## src/rtl/lsu_stb_pkg.sv

```systemverilog
// Shared types and defaults for the LSU store-buffer state queue.
// No logic; constants and the per-entry state layout only.
// Optional high-water-mark output is controlled by LSU_STB_HWM_EN in lsu_stb_state_q.
package lsu_stb_pkg;

    localparam int STB_NUM_ENT = 8;
    localparam int STB_VA_W    = 2;
    localparam int STB_RTYPE_W = 2;

    // Request-type encodings held in the rtype field (rq_type[2:1]).
    localparam logic [STB_RTYPE_W-1:0] STB_RTYPE_ST   = 2'd0;
    localparam logic [STB_RTYPE_W-1:0] STB_RTYPE_BST  = 2'd1;
    localparam logic [STB_RTYPE_W-1:0] STB_RTYPE_ATOM = 2'd2;
    localparam logic [STB_RTYPE_W-1:0] STB_RTYPE_FLSH = 2'd3;

    // Per-entry state in the default configuration; rmo sits in the LSB.
    typedef struct packed {
        logic [STB_VA_W-1:0]    va;
        logic [STB_RTYPE_W-1:0] rtype;
        logic                   rmo;
    } stb_state_t;

endpackage

```

## src/rtl/lsu_stb_state_ent.sv

```systemverilog
// One store-buffer state entry: unreset data flops plus an async-reset valid flop.
// Latency: write and valid set/clear visible one cycle after the enabling edge.
// Backpressure: none here; the queue only asserts wr_en when the entry is free.
module lsu_stb_state_ent
    import lsu_stb_pkg::*;
#(
    parameter int DW = $bits(stb_state_t)
) (
    input  logic          rclk,
    input  logic          arst_l,
    input  logic          wr_en,
    input  logic [DW-1:0] wr_dat,
    input  logic          clr_vld,
    input  logic          flush,
    output logic          vld,
    output logic [DW-1:0] dat
);

    logic          vld_d, vld_q;
    logic [DW-1:0] dat_d, dat_q;

    // Data holds unless this entry is the enqueue target.
    always_comb begin
        dat_d = dat_q;
        if (wr_en) begin
            dat_d = wr_dat;
        end
    end

    // Data flops carry no reset: contents are only meaningful while valid.
    always_ff @(posedge rclk) begin
        dat_q <= dat_d;
    end

    // Flush wins; a write sets valid, a dequeue clears it.
    always_comb begin
        vld_d = vld_q;
        if (flush) begin
            vld_d = 1'b0;
        end else if (wr_en) begin
            vld_d = 1'b1;
        end else if (clr_vld) begin
            vld_d = 1'b0;
        end
    end

    // Valid flop with asynchronous active-low reset.
    always_ff @(posedge rclk or negedge arst_l) begin
        if (!arst_l) begin
            vld_q <= 1'b0;
        end else begin
            vld_q <= vld_d;
        end
    end

    assign vld = vld_q;
    assign dat = dat_q;

endmodule

```

## src/rtl/lsu_stb_state_q.sv

```systemverilog
// Circular store-buffer state queue (va, rtype, rmo) for one thread; head exposed to PCX drain.
// Latency: enqueue/dequeue visible next cycle; head outputs are combinational from entry[rptr].
// Backpressure: enqueue while full is dropped and sets sticky stb_ovf; LSU_STB_HWM_EN adds stb_hwm.
module lsu_stb_state_q
    import lsu_stb_pkg::*;
#(
    parameter int NUM_ENT = STB_NUM_ENT,
    parameter int VA_W    = STB_VA_W,
    parameter int RTYPE_W = STB_RTYPE_W
) (
    input  logic                       rclk,
    input  logic                       arst_l,
    input  logic                       stb_wr_m,
    input  logic [VA_W-1:0]            stb_va_m,
    input  logic [RTYPE_W-1:0]         stb_rtype_m,
    input  logic                       stb_rmo_m,
    input  logic                       stb_deq,
    input  logic                       stb_flush,
    output logic                       stb_full,
    output logic                       stb_empty,
    output logic [$clog2(NUM_ENT):0]   stb_cnt,
    output logic                       stb_head_vld,
    output logic [VA_W-1:0]            stb_head_va,
    output logic [RTYPE_W-1:0]         stb_head_rtype,
    output logic                       stb_head_rmo,
    output logic [NUM_ENT-1:0]         stb_ent_vld,
    output logic [NUM_ENT-1:0]         stb_ent_rmo,
    output logic                       stb_ovf
`ifdef LSU_STB_HWM_EN
    ,
    output logic [$clog2(NUM_ENT):0]   stb_hwm
`endif
);

    localparam int PTR_W = $clog2(NUM_ENT);
    localparam int CNT_W = PTR_W + 1;
    localparam int DW    = VA_W + RTYPE_W + 1;

    logic [PTR_W-1:0] wptr_d, wptr_q;
    logic [PTR_W-1:0] rptr_d, rptr_q;
    logic [CNT_W-1:0] cnt_d, cnt_q;
    logic             ovf_d, ovf_q;
    logic             do_enq, do_deq;
    logic [DW-1:0]    wr_dat;
    logic [DW-1:0]    ent_dat [NUM_ENT];
    logic [DW-1:0]    head_dat;

    // Full/empty come from the counter so pointer equality is never ambiguous.
    assign stb_cnt   = cnt_q;
    assign stb_full  = (cnt_q == CNT_W'(NUM_ENT));
    assign stb_empty = (cnt_q == '0);
    assign stb_ovf   = ovf_q;

    // Flush kills both sides; a dequeue against an empty head is ignored.
    assign do_enq = stb_wr_m && !stb_full && !stb_flush;
    assign do_deq = stb_deq && stb_head_vld && !stb_flush;
    assign wr_dat = {stb_va_m, stb_rtype_m, stb_rmo_m};

    genvar gi;
    generate
        for (gi = 0; gi < NUM_ENT; gi++) begin : g_ent
            lsu_stb_state_ent #(
                .DW (DW)
            ) u_ent (
                .rclk    (rclk),
                .arst_l  (arst_l),
                .wr_en   (do_enq && (wptr_q == PTR_W'(gi))),
                .wr_dat  (wr_dat),
                .clr_vld (do_deq && (rptr_q == PTR_W'(gi))),
                .flush   (stb_flush),
                .vld     (stb_ent_vld[gi]),
                .dat     (ent_dat[gi])
            );
            assign stb_ent_rmo[gi] = ent_dat[gi][0] & stb_ent_vld[gi];
        end
    endgenerate

    // Head fields are valid-gated so stale entry data never leaks out.
    assign head_dat       = ent_dat[rptr_q];
    assign stb_head_vld   = stb_ent_vld[rptr_q];
    assign stb_head_va    = head_dat[DW-1 -: VA_W] & {VA_W{stb_head_vld}};
    assign stb_head_rtype = head_dat[RTYPE_W:1] & {RTYPE_W{stb_head_vld}};
    assign stb_head_rmo   = head_dat[0] & stb_head_vld;

    // Next-state for pointers, occupancy and the sticky overflow flag.
    always_comb begin
        wptr_d = wptr_q;
        rptr_d = rptr_q;
        cnt_d  = cnt_q;
        ovf_d  = ovf_q;
        if (stb_flush) begin
            wptr_d = '0;
            rptr_d = '0;
            cnt_d  = '0;
        end else begin
            if (stb_wr_m && stb_full) begin
                ovf_d = 1'b1;
            end
            if (do_enq) begin
                wptr_d = wptr_q + PTR_W'(1);
            end
            if (do_deq) begin
                rptr_d = rptr_q + PTR_W'(1);
            end
            case ({do_enq, do_deq})
                2'b10:   cnt_d = cnt_q + CNT_W'(1);
                2'b01:   cnt_d = cnt_q - CNT_W'(1);
                default: cnt_d = cnt_q;
            endcase
        end
    end

    // Control state with asynchronous active-low reset.
    always_ff @(posedge rclk or negedge arst_l) begin
        if (!arst_l) begin
            wptr_q <= '0;
            rptr_q <= '0;
            cnt_q  <= '0;
            ovf_q  <= 1'b0;
        end else begin
            wptr_q <= wptr_d;
            rptr_q <= rptr_d;
            cnt_q  <= cnt_d;
            ovf_q  <= ovf_d;
        end
    end

`ifdef LSU_STB_HWM_EN
    logic [CNT_W-1:0] hwm_d, hwm_q;

    // High-water mark tracks the peak of the next occupancy; flush does not clear it.
    always_comb begin
        hwm_d = hwm_q;
        if (cnt_d > hwm_q) begin
            hwm_d = cnt_d;
        end
    end

    // High-water-mark flop, cleared only by reset.
    always_ff @(posedge rclk or negedge arst_l) begin
        if (!arst_l) begin
            hwm_q <= '0;
        end else begin
            hwm_q <= hwm_d;
        end
    end

    assign stb_hwm = hwm_q;
`endif

endmodule

```

## config.mk

```make
export PLATFORM = sky130hd
export DESIGN_NAME = lsu_stb_state_q
export DESIGN_NICKNAME = d
export VERILOG_FILES = /design/src/rtl/lsu_stb_pkg.sv /design/src/rtl/lsu_stb_state_ent.sv /design/src/rtl/lsu_stb_state_q.sv
export SDC_FILE = /design/constraint.sdc
export NUM_CORES = 1
export LEC_CHECK = 0
export CAP_MARGIN = 20
export CORE_MARGIN = 4
export CORE_UTILIZATION = 50
export DETAILED_ROUTE_END_ITERATION = 8
export PLACE_DENSITY = 0.84
export SLEW_MARGIN = 15
export SYNTH_ARGS = -nofsm -noshare
export SYNTH_HDL_FRONTEND = slang
export SYNTH_SLANG_ARGS = --single-unit
```

## constraint.sdc

```tcl
create_clock -name rclk -period 3.9 [get_ports rclk]
set_input_delay 0.78 -clock rclk [delete_from_list [all_inputs] [get_ports rclk]]
set_output_delay 0.78 -clock rclk [all_outputs]
set_load 0.005 [all_outputs]
```

==> out/qor.txt <==
========================================================================================================
Weighted congestion reported at the end of routability-driven placement                            0.833
First-pass GRT wire length                                                                     10,800 um
I/O pin cnt                                                                                           39
FMAX                                                                                             289 MHz
Reg-to-reg critical path startpoint                                                            rptr_q[0]
Synth cell types                                                                                      49
Diodes inserted                                                                                        0
Clock Path Buffers                                                                                     2
Routed wire length                                                                               6570 um
Largest clock skew in the final design                                                         0.0116 ns
Hold Path Depth                                                                                        1
Detail-routed net length per standard cell                                                       19.1 um
Pin count of the biggest net entering global routing                                                  20
Drc violations                                                                                         0
Max_cap viols                                                                                          0
CP startpoint kind                                                                                  flop
Core box area                                                                                 5890 sq um
Maximum level of the CTS H-tree                                                                        3
Mean number of vias per cell                                                                        5.77
Floorplan die width                                                                              85.7 um
End point of the critical path                                                              stb_head_rtype[0]
Final setup fails                                                                                      0
Worst reg2reg endpoint                                                                        stb_cnt[3]
Root buffer selected by CTS                                                                     clkbuf_8
Sequential share of the synthesized area                                                           55.5%
Register area                                                                                 1680 sq um
FP Rows                                                                                               28
DIE HEIGHT                                                                                       85.7 um
Min Clock Period, post-route                                                                     3.46 ns
Count of input and output buffers                                                                     38
Area of the mapped netlist                                                                    3020 sq um
Class of the most critical hold timing path                                                      reg2reg
Post-route fraction of the period consumed by the critical path                                    88.7%
Longest individual stage delay on the worst path                                                 0.73 ns
Net Sw Power                                                                                    0.618 mW
Per-instance average area after synthesis                                                     13.2 sq um
Start point of the critical path                                                               rptr_q[0]
Number of hold violations in the final report                                                          0
Initial Util                                                                                       51.3%
Number of flip-flops and latches in the synthesized netlist                                           59
Main flop type after synthesis                                                                  edfxtp_1
Number of global-route vias before repair                                                          2,098
Reg2reg path depth                                                                                    10
Internal power                                                                                   1.49 mW
Clk network pwr share                                                                              32.5%
Cell with the biggest individual delay on the critical path                                      dfrtp_1
Unrepaired setup endpoints after global routing                                                    false
Number of DRC markers in iteration 0                                                                 157
Static Leakage                                                                                   1.37 nW
Run status                                                                                  finished clean
CP Class                                                                                         reg2out
Util after Layout                                                                                  62.2%
Area used by multi-input combinational logic                                                  1180 sq um
Share of synthesized registers carrying an async set or reset                                      32.2%
DIE AREA                                                                                      7350 sq um
Routed via count                                                                                   1,979
Seq pwr share                                                                                      37.8%
Global-route total usage across every layer                                                        19.7%
Cell Count, Final, Fillers Out                                                                       343
Num Clock Sinks                                                                                       59
Max-slew headroom at the worst pin                                                                 42.5%
Resize count post-CTS                                                                                  0
Most area-consuming cells after synthesis                                                   edfxtp_1, dfrtp_1, mux4_2, ha_1, a31o_2
Detailed placer's ending HPWL                                                                    4550 um
Antenna-violating nets left                                                                            0
Cell chain of the critical path                                                             mux2i_1 -> a22o_1 -> or2_1 -> a21oi_1 -> clkdlybuf4s50_1
Endpoint arrival time on the critical path                                                       2.68 ns
Number of antenna violations at the first check in global routing                                      0
Endpoint class of the critical path                                                         primary output
Buffer count from post-CTS setup fixing                                                                0
Measured slew at the worst slew-check pin                                                       0.859 ns
Syn Nets                                                                                             252
Clock tree from TritonCTS                                                                            yes
Largest fanout on the critical path                                                                   11
Number of cells after detailed placement                                                             327
Post-route setup TNS                                                                                0 ns
Switching power as a share of total power                                                          29.3%
Final-layout fill cell count                                                                         411
Number of detailed-routing iterations run before antenna repair                                        4
Largest area contributor in the netlist                                                         edfxtp_1
Data required time of the worst path                                                             3.12 ns
Cts hold-fix bufs                                                                                      0
Area share of the largest cell type after synthesis                                                39.8%
Number of synthesized flops with an enable pin                                                        40
Yosys warns                                                                                            0
Clock latency at the later pin of the worst-skew pair                                            0.34 ns
Number of CTS-inserted buffers                                                                         9
Post-CTS clock slew at the launch and capture registers of the worst setup and hold paths        0.07 ns
Final #Nets                                                                                          287
Synthesis-to-layout area growth                                                                    21.3%
Total chip power                                                                                 2.11 mW
Number of instances in the synthesized netlist                                                       228
Number of slew-limit violations in the final report                                                    0
IR Drop Worst-Case VDD                                                                          0.370 mV
Combinational power share                                                                          29.7%
Total power per unit cell area                                                               575 nW/um^2
Register-to-register setup slack                                                                 0.66 ns
Share of final-layout standard cells stronger than drive strength 1                                17.9%
Total grt overflow                                                                                     0
========================================================================================================
## layout by cell type (no fill, tap or decap), drive strengths merged, types with 3 or more instances in the layout
| cell type | synthesis | final |
|---|---|---|
| a31o | 9 | 9 |
| nor2b | 4 | 4 |
| bufinv | 0 | 3 |
| nor3 | 5 | 5 |
| nor2 | 9 | 9 |
| o21ai | 3 | 3 |
| xnor2 | 3 | 3 |
| clkdlybuf4s50 | 0 | 38 |
| nand3 | 8 | 8 |
| inv | 11 | 13 |
| nand2 | 19 | 19 |
| buf | 13 | 5 |
| dfrtp | 19 | 19 |
| ha | 14 | 14 |
| nand4 | 3 | 3 |
| clkbuf | 6 | 9 |
| mux4 | 10 | 10 |
| and2 | 10 | 10 |
| and3 | 3 | 3 |
| edfxtp | 40 | 40 |
| a21oi | 8 | 8 |
## synthesized netlist by cell type (all sizes together) (4+ instances only)
cell type and number:
buf 13, nand3 8, nand2 19, nor3 5, edfxtp 40, mux4 10, a31o 9, a21oi 8
inv 11, ha 14, dfrtp 19, nor2 9, and2 10, nor2b 4, clkbuf 6
## power groups by stage
stage,sequential (mW),clock [mW],combinational (mW)
floorplan,0.774,0,0.419
global placement,0.808,0,0.605
detailed placement,0.813,0,0.623
CTS,0.800,0.691,0.631
global route,0.809,0.730,0.679
finish,0.798,0.685,0.625
## area by class of cell
cell class	instances	share of cell area [%]
clock buffers	9	3.38
clock inverters	7	3.38
inverters	12	1.23
multi-input cells	138	32.3
flip-flops and latches	59	45.8
well taps	75	2.56
repair buffers	43	11.4
## routing by layer
layer	routed length [um]	share of wire [%]	GRT usage [%]
met5	0	0	0
met3	327	5.0	4.32
met4	127	1.9	8.63
met1	2700	41	23.8
met2	3410	52	34.0
## critical path: cells and delay by family, from the launching register on
kind | cells | cell delay (ns)
simple gates | 1 | 0.35
buf+inv | 1 | 0.54
compound gates | 2 | 0.48
flops | 1 | 0.73
mux | 1 | 0.23
## worst min-delay path by stage
stage                     startpoint       to  slack, ns
after floorplan              stb_ovf  stb_ovf       0.47
after global placement       stb_ovf  stb_ovf       0.46
after detailed placement     stb_ovf  stb_ovf       0.46
after CTS                    stb_ovf  stb_ovf       0.47
after global routing         stb_ovf  stb_ovf       0.50
final                        stb_ovf  stb_ovf       0.47
## per-stage QoR
| stage | hold WS [ns] | setup slack, ns | instance area, sq um |
|---|---|---|---|
| finish | 0.469 | 0.442 | 3660 |
| global placement | 0.459 | 0.649 | 3420 |
| detailed placement | 0.462 | 0.547 | 3420 |
| floorplan | 0.466 | 1.17 | 3020 |
| global route | 0.499 | 0.294 | 3660 |
| CTS | 0.473 | 0.377 | 3660 |
## state kept, by name (all words and copies together) (netlist names)
| name | flops |
|---|---|
| g_ent.u_ent.dat | 40 |
| g_ent.u_ent.vld | 8 |
| stb_cnt | 4 |
| rptr_q | 3 |
| wptr_q | 3 |
| stb_ovf | 1 |
## kinds of logic after synthesis
group | after synthesis | share of synthesized area (%)
XOR/XNOR | 6 | 2.20
AO/OA/AOI/OAI | 33 | 8.82
multiplexers | 14 | 8.99
adder cells (fa/ha/maj) | 14 | 5.80
flip-flops | 59 | 55.5
AND/OR/NAND/NOR | 71 | 13.3
buffers and inverters | 31 | 5.34
(Power assumes the default switching activity.)
